**src/rtl/sfif_wbs_gen.sv**
```systemverilog
// SFIF Wishbone slave register file: control/TX registers, event counters, atomic 32-bit reads over a 16-bit bus, deferred RX FIFO pop.
// Single-cycle ack/err with no wait states; SFIF_WBS_CNT_SAT_EN selects saturating counters and exposes a saturation flag in CTRL[8].
module sfif_wbs_gen #(
    parameter int DW   = 16,
    parameter int AW   = 8,
    parameter int NCNT = 4
) (
    input  logic                 wb_clk_i,
    input  logic                 wb_rst_n_i,
    input  logic [DW-1:0]        wb_dat_i,
    input  logic [AW-1:0]        wb_adr_i,
    input  logic [DW/8-1:0]      wb_sel_i,
    input  logic                 wb_cyc_i,
    input  logic                 wb_stb_i,
    input  logic                 wb_we_i,
    output logic [DW-1:0]        wb_dat_o,
    output logic                 wb_ack_o,
    output logic                 wb_err_o,
    output logic [5:0]           ctrl_o,
    output logic [15:0]          tx_cycles_o,
    output logic [15:0]          ipg_cnt_o,
    output logic [15:0]          tx_ctrl_o,
    output logic [31:0]          tx_data_o,
    output logic                 tx_dv_o,
    input  logic [31:0]          rx_data_i,
    input  logic                 rx_empty_i,
    output logic                 rx_pop_o,
    input  logic [NCNT-1:0]      cnt_inc_i,
    output logic [32*NCNT-1:0]   cnt_o
);

    localparam logic [AW-3:0] W_CTRL  = (AW-2)'(0);
    localparam logic [AW-3:0] W_TXC   = (AW-2)'(1);
    localparam logic [AW-3:0] W_IPG   = (AW-2)'(2);
    localparam logic [AW-3:0] W_TXCTL = (AW-2)'(3);
    localparam logic [AW-3:0] W_TXD   = (AW-2)'(4);
    localparam logic [AW-3:0] W_RXD   = (AW-2)'(5);
    localparam logic [AW-3:0] W_CNT0  = (AW-2)'(8);

    logic [5:0]    ctrl_q, ctrl_d;
    logic [15:0]   txc_q, txc_d, ipg_q, ipg_d, txctl_q, txctl_d, hold_q, hold_d;
    logic [31:0]   txd_q, txd_d;
    logic          pend_q, pend_d, ack_q, ack_d, err_q, err_d, dv_q, dv_d, pop_q, pop_d;
    logic [DW-1:0] dat_q, dat_d, rd_dw;
    logic [31:0]   cnt_q [NCNT];
    logic [31:0]   cnt_d [NCNT];

    logic [AW-3:0] word, cnt_word;
    logic          hi_half, top_half, aligned, acc, mapped, atomic, is_rx, cnt_clr, sat_flag;
    logic [31:0]   item, wd32;
    logic [3:0]    be32;

    assign word = wb_adr_i[AW-1:2];
    assign acc  = wb_cyc_i & wb_stb_i & ~ack_q & ~err_q;

    // Everything is handled in a 32-bit item domain; the 16-bit bus maps onto one half of it.
    generate
        if (DW == 16) begin : g_dw16
            assign hi_half  = wb_adr_i[1];
            assign top_half = wb_adr_i[1];
            assign aligned  = ~wb_adr_i[0];
            assign wd32     = wb_adr_i[1] ? {wb_dat_i, 16'h0000} : {16'h0000, wb_dat_i};
            assign be32     = wb_adr_i[1] ? {wb_sel_i, 2'b00} : {2'b00, wb_sel_i};
            assign rd_dw    = hi_half ? (atomic ? hold_q : item[31:16]) : item[15:0];
        end else begin : g_dw32
            assign hi_half  = 1'b0;
            assign top_half = 1'b1;
            assign aligned  = (wb_adr_i[1:0] == 2'b00);
            assign wd32     = wb_dat_i;
            assign be32     = wb_sel_i;
            assign rd_dw    = item;
        end
    endgenerate

`ifdef SFIF_WBS_CNT_SAT_EN
    always_comb begin
        sat_flag = 1'b0;
        for (int i = 0; i < NCNT; i++) begin
            if (cnt_q[i] == 32'hFFFF_FFFF) sat_flag = 1'b1;
        end
    end
`else
    assign sat_flag = 1'b0;
`endif

    function automatic logic [15:0] merge16(input logic [15:0] old_v, input logic [15:0] new_v,
                                            input logic [1:0] be);
        merge16 = {be[1] ? new_v[15:8] : old_v[15:8], be[0] ? new_v[7:0] : old_v[7:0]};
    endfunction

    always_comb begin
        item     = '0;
        mapped   = 1'b0;
        atomic   = 1'b0;
        is_rx    = 1'b0;
        cnt_word = word - W_CNT0;
        if (aligned) begin
            case (word)
                W_CTRL:  begin mapped = 1'b1; item = {23'd0, sat_flag, 1'b0, rx_empty_i, ctrl_q}; end
                W_TXC:   begin mapped = 1'b1; item = {16'd0, txc_q}; end
                W_IPG:   begin mapped = 1'b1; item = {16'd0, ipg_q}; end
                W_TXCTL: begin mapped = 1'b1; item = {16'd0, txctl_q}; end
                W_TXD:   begin mapped = 1'b1; item = txd_q; end
                W_RXD:   begin mapped = 1'b1; atomic = 1'b1; is_rx = 1'b1;
                               item = rx_empty_i ? 32'd0 : rx_data_i; end
                default: begin
                    for (int i = 0; i < NCNT; i++) begin
                        if (cnt_word == (AW-2)'(i)) begin
                            mapped = 1'b1;
                            atomic = 1'b1;
                            item   = cnt_q[i];
                        end
                    end
                end
            endcase
        end
    end

    always_comb begin
        ctrl_d  = ctrl_q;
        txc_d   = txc_q;
        ipg_d   = ipg_q;
        txctl_d = txctl_q;
        txd_d   = txd_q;
        hold_d  = hold_q;
        pend_d  = pend_q;
        dat_d   = dat_q;
        ack_d   = 1'b0;
        err_d   = 1'b0;
        dv_d    = 1'b0;
        pop_d   = 1'b0;
        cnt_clr = 1'b0;
        if (acc) begin
            ack_d = mapped;
            err_d = ~mapped;
            if (!mapped) begin
                dat_d = '0;
            end else if (wb_we_i) begin
                dat_d = '0;
                case (word)
                    W_CTRL: begin
                        if (be32[0]) ctrl_d = wd32[5:0];
                        cnt_clr = be32[0] & wd32[7];
                    end
                    W_TXC:   txc_d   = merge16(txc_q, wd32[15:0], be32[1:0]);
                    W_IPG:   ipg_d   = merge16(ipg_q, wd32[15:0], be32[1:0]);
                    W_TXCTL: txctl_d = merge16(txctl_q, wd32[15:0], be32[1:0]);
                    W_TXD: begin
                        txd_d = {merge16(txd_q[31:16], wd32[31:16], be32[3:2]),
                                 merge16(txd_q[15:0], wd32[15:0], be32[1:0])};
                        dv_d  = top_half;
                    end
                    default: ;
                endcase
            end else begin
                dat_d = rd_dw;
                if (atomic && !hi_half) hold_d = item[31:16];
                if (is_rx && !hi_half && !rx_empty_i) pend_d = 1'b1;
            end
        end
        // The FIFO is popped only once the master has released the bus.
        if (pend_q && !wb_cyc_i) begin
            pop_d  = 1'b1;
            pend_d = 1'b0;
        end
    end

    always_comb begin
        for (int i = 0; i < NCNT; i++) begin
            cnt_d[i] = cnt_q[i];
            if (cnt_clr) cnt_d[i] = 32'd0;
`ifdef SFIF_WBS_CNT_SAT_EN
            else if (cnt_inc_i[i] && cnt_q[i] != 32'hFFFF_FFFF) cnt_d[i] = cnt_q[i] + 32'd1;
`else
            else if (cnt_inc_i[i]) cnt_d[i] = cnt_q[i] + 32'd1;
`endif
        end
    end

    always_ff @(posedge wb_clk_i) begin
        if (!wb_rst_n_i) begin
            ctrl_q  <= '0;
            txc_q   <= '0;
            ipg_q   <= '0;
            txctl_q <= '0;
            txd_q   <= '0;
            hold_q  <= '0;
            pend_q  <= 1'b0;
            dat_q   <= '0;
            ack_q   <= 1'b0;
            err_q   <= 1'b0;
            dv_q    <= 1'b0;
            pop_q   <= 1'b0;
            cnt_q   <= '{default: '0};
        end else begin
            ctrl_q  <= ctrl_d;
            txc_q   <= txc_d;
            ipg_q   <= ipg_d;
            txctl_q <= txctl_d;
            txd_q   <= txd_d;
            hold_q  <= hold_d;
            pend_q  <= pend_d;
            dat_q   <= dat_d;
            ack_q   <= ack_d;
            err_q   <= err_d;
            dv_q    <= dv_d;
            pop_q   <= pop_d;
            cnt_q   <= cnt_d;
        end
    end

    assign wb_dat_o    = dat_q;
    assign wb_ack_o    = ack_q;
    assign wb_err_o    = err_q;
    assign ctrl_o      = ctrl_q;
    assign tx_cycles_o = txc_q;
    assign ipg_cnt_o   = ipg_q;
    assign tx_ctrl_o   = txctl_q;
    assign tx_data_o   = txd_q;
    assign tx_dv_o     = dv_q;
    assign rx_pop_o    = pop_q;

    generate
        for (genvar g = 0; g < NCNT; g++) begin : g_cnt_o
            assign cnt_o[32*g +: 32] = cnt_q[g];
        end
    endgenerate

endmodule
```
**config.mk**
```make
export PLATFORM = sky130hd
export DESIGN_NAME = sfif_wbs_gen
export DESIGN_NICKNAME = d
export VERILOG_FILES = /design/src/rtl/sfif_wbs_gen.sv
export SDC_FILE = /design/constraint.sdc
export NUM_CORES = 1
export LEC_CHECK = 0
export ABC_AREA = 1
export BUFFER_PORTS_ARGS = -buffer_cell sky130_fd_sc_hd__buf_2
export CORE_AREA = 2 2 161 194
export DETAILED_ROUTE_END_ITERATION = 7
export DIE_AREA = 0 0 163 196
export PLACE_DENSITY = 0.68
export SETUP_SLACK_MARGIN = 0.5
export SYNTH_ARGS = -nofsm -noshare
export SYNTH_HDL_FRONTEND = slang
export SYNTH_SLANG_ARGS = --single-unit
```
**constraint.sdc**
```tcl
create_clock -name wb_clk_i -period 2.9 [get_ports wb_clk_i]
set_clock_uncertainty 0.15 [all_clocks]
set_input_delay 0.145 -clock wb_clk_i [delete_from_list [all_inputs] [get_ports wb_clk_i]]
set_output_delay 0.145 -clock wb_clk_i [all_outputs]
set_load 0.05 [all_outputs]
```
==> impl_metrics.env, run 1 <==
export IMPL_first_global_vias=14000
export IMPL_synth_top_area_share=0.376
export IMPL_ys_ff_latch=251
export IMPL_vias_per_cell=5.51
export IMPL_reg2reg_to="cnt_o[62]$_SDFFE_PP0P_"
export IMPL_max_freq_mhz=448
export IMPL_critPathLaunchType="register"
export IMPL_outcome="finished clean"
export IMPL_hold_viol_final=0
export IMPL_totalWireLength_um=52800
export IMPL_final_area_um2=16600
export IMPL_dpl_cell_area_um2=15300
export IMPL_final_util=0.549
export IMPL_drv_slew=0
export IMPL_syn_inst=2016
export IMPL_yosys_area_top_type="dfxtp_1"
export IMPL_grt_usage=0.319
export IMPL_crit_type="reg -> reg"
export IMPL_portBuffers=301
export IMPL_dr_total_vias=15100
export IMPL_cp_slowest_cell="nor4_1"
export IMPL_grt_max_degree=81
export IMPL_finalCritPeriodShare=0.769
export IMPL_instances_no_fill=2746
export IMPL_dp_cells=2666
export IMPL_fin_setup_tns_ps=0
export IMPL_p_leak_nw=7.43
export IMPL_cts_made_buffers=28
export IMPL_num_rows=70
export IMPL_grt_overflow=0
export IMPL_synth_area_per_cell_um2=6.64
export IMPL_clk_latency_ps=550
export IMPL_gp_congestion=0.952
export IMPL_hp_start="rx_data_i[9]"
export IMPL_crit_start="cnt_o[40]$_SDFFE_PP0P_"
export IMPL_die_area_um2=31900
export IMPL_synth_edff_count=0
export IMPL_cts_tree="yes"
export IMPL_rrSetupSlack_ps=670
export IMPL_antenna_found_initial=0
export IMPL_hpwlAfterDp_um=40300
export IMPL_initial_core_util=0.443
export IMPL_rsz0062_at_grt="yes"
export IMPL_drt_iter0_markers=1897
export IMPL_min_path_type="in -> reg"
export IMPL_synthArstFlopShare=0
export IMPL_area_growth_pct=24.1
export IMPL_setup_viol_count_final=0
export IMPL_timing_slew_headroom=0.307
export IMPL_seqCellArea_um2=5030
export IMPL_worstReg2RegStart="cnt_o[40]$_SDFFE_PP0P_"
export IMPL_die_x_um=163
export IMPL_crit_path_max_incr_delay_ps=470
export IMPL_cp_required_ps=3180
export IMPL_path_max_fanout=5
export IMPL_first_pass_iters=6
export IMPL_yosys_top_cells_area="dfxtp_1 (38%), nand2_1 (13%), nand3_1 (7.9%)"
export IMPL_cts_sinks=251
export IMPL_layout_min_cycle_time_ps=2230
export IMPL_drc=0
export IMPL_clk_pin_slew_ps=60
export IMPL_root_buffer="clkbuf_16"
export IMPL_ys_seq_area_frac=0.376
export IMPL_yosys_warnings=0
export IMPL_finalPower_w=0.00759
export IMPL_grt_first_pass_wirelength_um=80100
export IMPL_clock_tree_buffer_depth=3
export IMPL_r2r_cells=8
export IMPL_worst_ir_drop_vdd_mv=0.411
export IMPL_ant_nets=0
export IMPL_multi_input_area_um2=7300
export IMPL_syn_num_nets=2089
export IMPL_maxCapViolCount=0
export IMPL_htreeDepth=1
export IMPL_layout_common_cells="nand2_1 (477), buf_2 (301), dfxtp_1 (249)"
export IMPL_endpoint_kind="register"
export IMPL_synth_area_um2=13400
export IMPL_wl_per_cell_um=19.2
export IMPL_layout_commonest_cell="nand2_1"
export IMPL_endpoint="cnt_o[62]$_SDFFE_PP0P_"
export IMPL_worstPathArrival_ps=2510
export IMPL_antenna_cells=0
export IMPL_layout_drive_gt1_share=0.189
export IMPL_fp_dieH_um=196
export IMPL_worst_pin_slew_ps=1040
export IMPL_powerDensity_nw_per_um2=457
export IMPL_path_cells="inv_1, nor3_1, nand2_1, nor4_1, nand2_1, nor2_1, xor2_1, nor2_1"
export IMPL_synthFlopType="dfxtp_1"
export IMPL_ys_types=38
export IMPL_fillCellCount=3056
export IMPL_core_area_um2=30200
export IMPL_layout_nets=2404
export IMPL_ios=302
## cells by family (layout without fill, tap and decap cells)
| logic type | Yosys count | count (layout) | share of synthesized area |
|---|---|---|---|
| AND/OR/NAND/NOR | 1087 | 1087 | 0.359 |
| AO/OA/AOI/OAI | 305 | 305 | 0.115 |
| adder cells (fa/ha/maj) | 5 | 5 | 0.00468 |
| XOR/XNOR | 94 | 94 | 0.0615 |
| flip-flops | 251 | 251 | 0.376 |
| buffers and inverters | 274 | 608 | 0.0837 |
## area by class of cell
| type | instances | share of cell area |
|---|---|---|
| clock buffers | 41 | 0.0500 |
| well taps | 396 | 0.0298 |
| repair buffers | 370 | 0.131 |
| multi-input cells | 1491 | 0.440 |
| clock inverters | 8 | 0.00437 |
| inverters | 189 | 0.0427 |
| flip-flops and latches | 251 | 0.303 |
## state kept, by name, indices dropped and copies added, names as in the netlist
register     cells
cnt_o          128
hold_q          16
tx_data_o       32
wb_err_o         1
tx_ctrl_o       16
ctrl_o           6
tx_cycles_o     16
pend_q           1
tx_dv_o          1
rx_pop_o         1
wb_dat_o        16
wb_ack_o         1
ipg_cnt_o       16
## synthesized netlist by cell type, types with 5 or more instances
master	instances
a21oi_1	163
and3_1	5
buf_2	46
buf_4	9
clkbuf_1	29
dfxtp_1	251
ha_1	5
inv_1	178
inv_2	7
nand2_1	477
nand3_1	212
nand3b_1	16
nand4_1	39
nor2_1	242
nor2_2	13
nor3_1	36
nor3_2	7
nor4_1	11
o21ai_0	123
o21ai_1	16
or2_2	7
xnor2_1	26
xor2_1	68
## worst min path at each step
stage                                     endpoint  slack [ps]  depth (start not counted)
after CTS                 wb_dat_o[9]$_SDFFE_PN0P_          20                          7
after global placement         rx_pop_o$_SDFF_PN0_         280                          4
after global routing           pend_q$_SDFFE_PP0P_          90                          5
after detailed placement       rx_pop_o$_SDFF_PN0_         290                          4
after floorplan                rx_pop_o$_SDFF_PN0_         150                          3
final                     wb_dat_o[9]$_SDFFE_PN0P_          40                          7
## timing repair
action | 4_1_cts | 5_1_grt
gates resized for setup | 0 | 10
buffers inserted | 0 | 2
endpoints found under the setup margin | 0 | 10
hold endpoints to repair | 130 | 0
hold buffers | 28 | 0
## stage by stage
| stage | hold WS [ps] | setup WS [ps] |
|---|---|---|
| after floorplan | 155 | 519 |
| after global placement | 282 | 491 |
| after detailed placement | 285 | 503 |
| after CTS | 19.2 | 585 |
| after global routing | 85.6 | 434 |
| final | 40.2 | 670 |
## power breakdown
group / internal [W] / total [W] / switching [W]
Sequential: 0.00346 / 0.00347 / 0.0000152
Clock: 0.00206 / 0.00354 / 0.00148
Combinational: 0.000173 / 0.000577 / 0.000404
Total: 0.00569 / 0.00759 / 0.00190
## per-layer routing
layer | GRT usage | routed length [um] | up-vias
li1 | - | - | 7194
met1 | 0.388 | 20600 | 7095
met2 | 0.576 | 26400 | 754
met3 | 0.0416 | 4030 | 95
met4 | 0.108 | 1820 | 0
met5 | 0 | 0 | -
## critical path: cells and delay by family, from the launching register on
family / cells / cell delay, ps
buffers and inverters: 1 / 90
AND/OR/NAND/NOR: 6 / 1270
XOR/XNOR: 1 / 160
flip-flops: 1 / 440
No activity file was read; power rests on OpenSTA's default activity.
==> run 2, diff against run 1 <==
==> constraint.sdc (replaced) <==
create_clock -name wb_clk_i -period 2.1 [get_ports wb_clk_i]
set_clock_uncertainty 0.15 [all_clocks]
set_input_delay 0.105 -clock wb_clk_i [delete_from_list [all_inputs] [get_ports wb_clk_i]]
set_output_delay 0.105 -clock wb_clk_i [all_outputs]
set_load 0.05 [all_outputs]
==> impl_metrics.env, run 2 (synthesis results as in run 1) <==
export IMPL_outcome="complete, but fails checks"
export IMPL_violations="hold timing"
export IMPL_initial_core_util=0.443
export IMPL_vias_per_cell=5.58
export IMPL_hpwlAfterDp_um=41000
export IMPL_fp_dieH_um=196
export IMPL_dp_cells=2723
export IMPL_drt_iter0_markers=1471
export IMPL_largest_register_ffs=128
export IMPL_htreeDepth=1
export IMPL_setup_viol_count_final=0
export IMPL_layout_nets=2552
export IMPL_cts_made_buffers=27
export IMPL_max_freq_mhz=494
export IMPL_drv_slew=0
export IMPL_fin_setup_tns_ps=0
export IMPL_grt_usage=0.338
export IMPL_hold_viol_final=3
export IMPL_first_pass_iters=7
export IMPL_worst_pin_slew_ps=554
export IMPL_powerDensity_nw_per_um2=550
export IMPL_gp_congestion=0.976
export IMPL_clk_latency_ps=540
export IMPL_grt_first_pass_wirelength_um=84800
export IMPL_layout_commonest_cell="nand2_1"
export IMPL_num_rows=70
export IMPL_layout_min_cycle_time_ps=2020
export IMPL_cp_required_ps=2380
export IMPL_critPathLaunchType="register"
export IMPL_die_x_um=163
export IMPL_cts_sinks=251
export IMPL_root_buffer="clkbuf_16"
export IMPL_area_growth_pct=48.1
export IMPL_cts_tree="yes"
export IMPL_worstPathArrival_ps=2310
export IMPL_layout_common_cells="nand2_1 (457), buf_2 (284), nand3_1 (203)"
export IMPL_timing_slew_headroom=0.631
export IMPL_hold_ws_ps=-20.5
export IMPL_wl_per_cell_um=19.7
export IMPL_min_path_type="in -> reg"
export IMPL_dr_total_vias=16200
export IMPL_clk_pin_slew_ps=60
export IMPL_first_global_vias=15100
export IMPL_final_util=0.656
export IMPL_totalWireLength_um=57100
export IMPL_clock_tree_buffer_depth=3
export IMPL_instances_no_fill=2896
export IMPL_ios=302
export IMPL_p_leak_nw=8.64
export IMPL_antenna_found_initial=1
export IMPL_worst_ir_drop_vdd_mv=0.475
export IMPL_core_area_um2=30200
export IMPL_path_max_fanout=7
export IMPL_fillCellCount=2693
export IMPL_finalCritPeriodShare=0.963
export IMPL_finalPower_w=0.0109
export IMPL_final_area_um2=19800
export IMPL_rsz0062_at_grt="yes"
export IMPL_grt_overflow=0
export IMPL_crit_type="reg -> reg"
export IMPL_grt_max_degree=41
export IMPL_maxCapViolCount=0
export IMPL_ant_nets=0
export IMPL_layout_drive_gt1_share=0.370
export IMPL_dpl_cell_area_um2=16500
export IMPL_endpoint_kind="register"
export IMPL_drc=0
export IMPL_die_area_um2=31900
export IMPL_portBuffers=301
## run 2: changes by cell type in the layout (fill, tap and decap cells not counted), sizes merged
cell	change
dlymetal6s4s	+1
clkbuf	-1
clkinv	-1
buf	+136
inv	+2
diode	+2
bufinv	+2
clkinvlp	+3
dlygate4sd3	+6
## run 2: final cells by class
cell class | instances | area, um^2 | share of cell area
Tap cell | 396 | 495 | 0.0250
Clock buffer | 34 | 764 | 0.0386
Inverter | 189 | 724 | 0.0366
Clock inverter | 14 | 159 | 0.00802
Antenna cell | 2 | 5.00 | 0.000253
Timing Repair Buffer | 519 | 4020 | 0.203
Sequential cell | 251 | 5220 | 0.263
Multi-Input combinational cell | 1491 | 8430 | 0.425
## run 2: repair_timing
item / 4_1_cts / 5_1_grt
setup buffers: 43 / 29
hold endpoints to repair: 126 / 5
pin swaps: 39 / 43
hold buffers: 34 / 2
setup endpoints to repair: 266 / 261
gates resized for setup: 148 / 195
cloned: 8 / 8
## run 2: final timing paths
check | startpoint | end | slack (ps) | depth (start not counted)
hold reg to reg | pend_q$_SDFFE_PP0P_ | pend_q$_SDFFE_PP0P_ | 300 | 2
setup / recovery | wb_ack_o$_SDFF_PN0_ | cnt_o[35]$_SDFFE_PP0P_ | 80 | 12
hold / removal | cnt_inc_i[1] | cnt_o[53]$_SDFFE_PP0P_ | -20 | 6
setup reg to reg | wb_ack_o$_SDFF_PN0_ | cnt_o[35]$_SDFFE_PP0P_ | 80 | 12
## run 2: per-stage QoR
stage / hold WS (ps) / worst slack (ps)
after global placement: 268 / -172
after CTS: -16.9 / 139
after global routing: -4.60 / -36.6
after detailed placement: 275 / -156
after floorplan: 115 / 190
final: -20.5 / 76.9
## run 2: critical path: stages (launching register included)
cell and delay (ps):
dfxtp_4 350, nor2_4 110, nand3_4 110, nor2_4 120, nand2_4 70, inv_4 50, nand4_1 150, o21ai_4 200
buf_12 160, buf_12 120, buf_8 120, clkbuf_16 150, nor2_1 50
## run 2: routing by layer
metal	wire length (um)	vias to the layer above	GRT usage
met1	21600	7610	0.402
met2	28000	838	0.593
met3	4630	187	0.0535
met4	2890	0	0.156
li1	-	7525	-
met5	0	-	0
## run 2: power by group
group / internal [W] / leakage (nW) / switching (W)
combinational: 0.000434 / 6.11 / 0.000677
sequential: 0.00474 / 2.08 / 0.0000240
clock: 0.00295 / 0.451 / 0.00208
total: 0.00813 / 8.64 / 0.00278
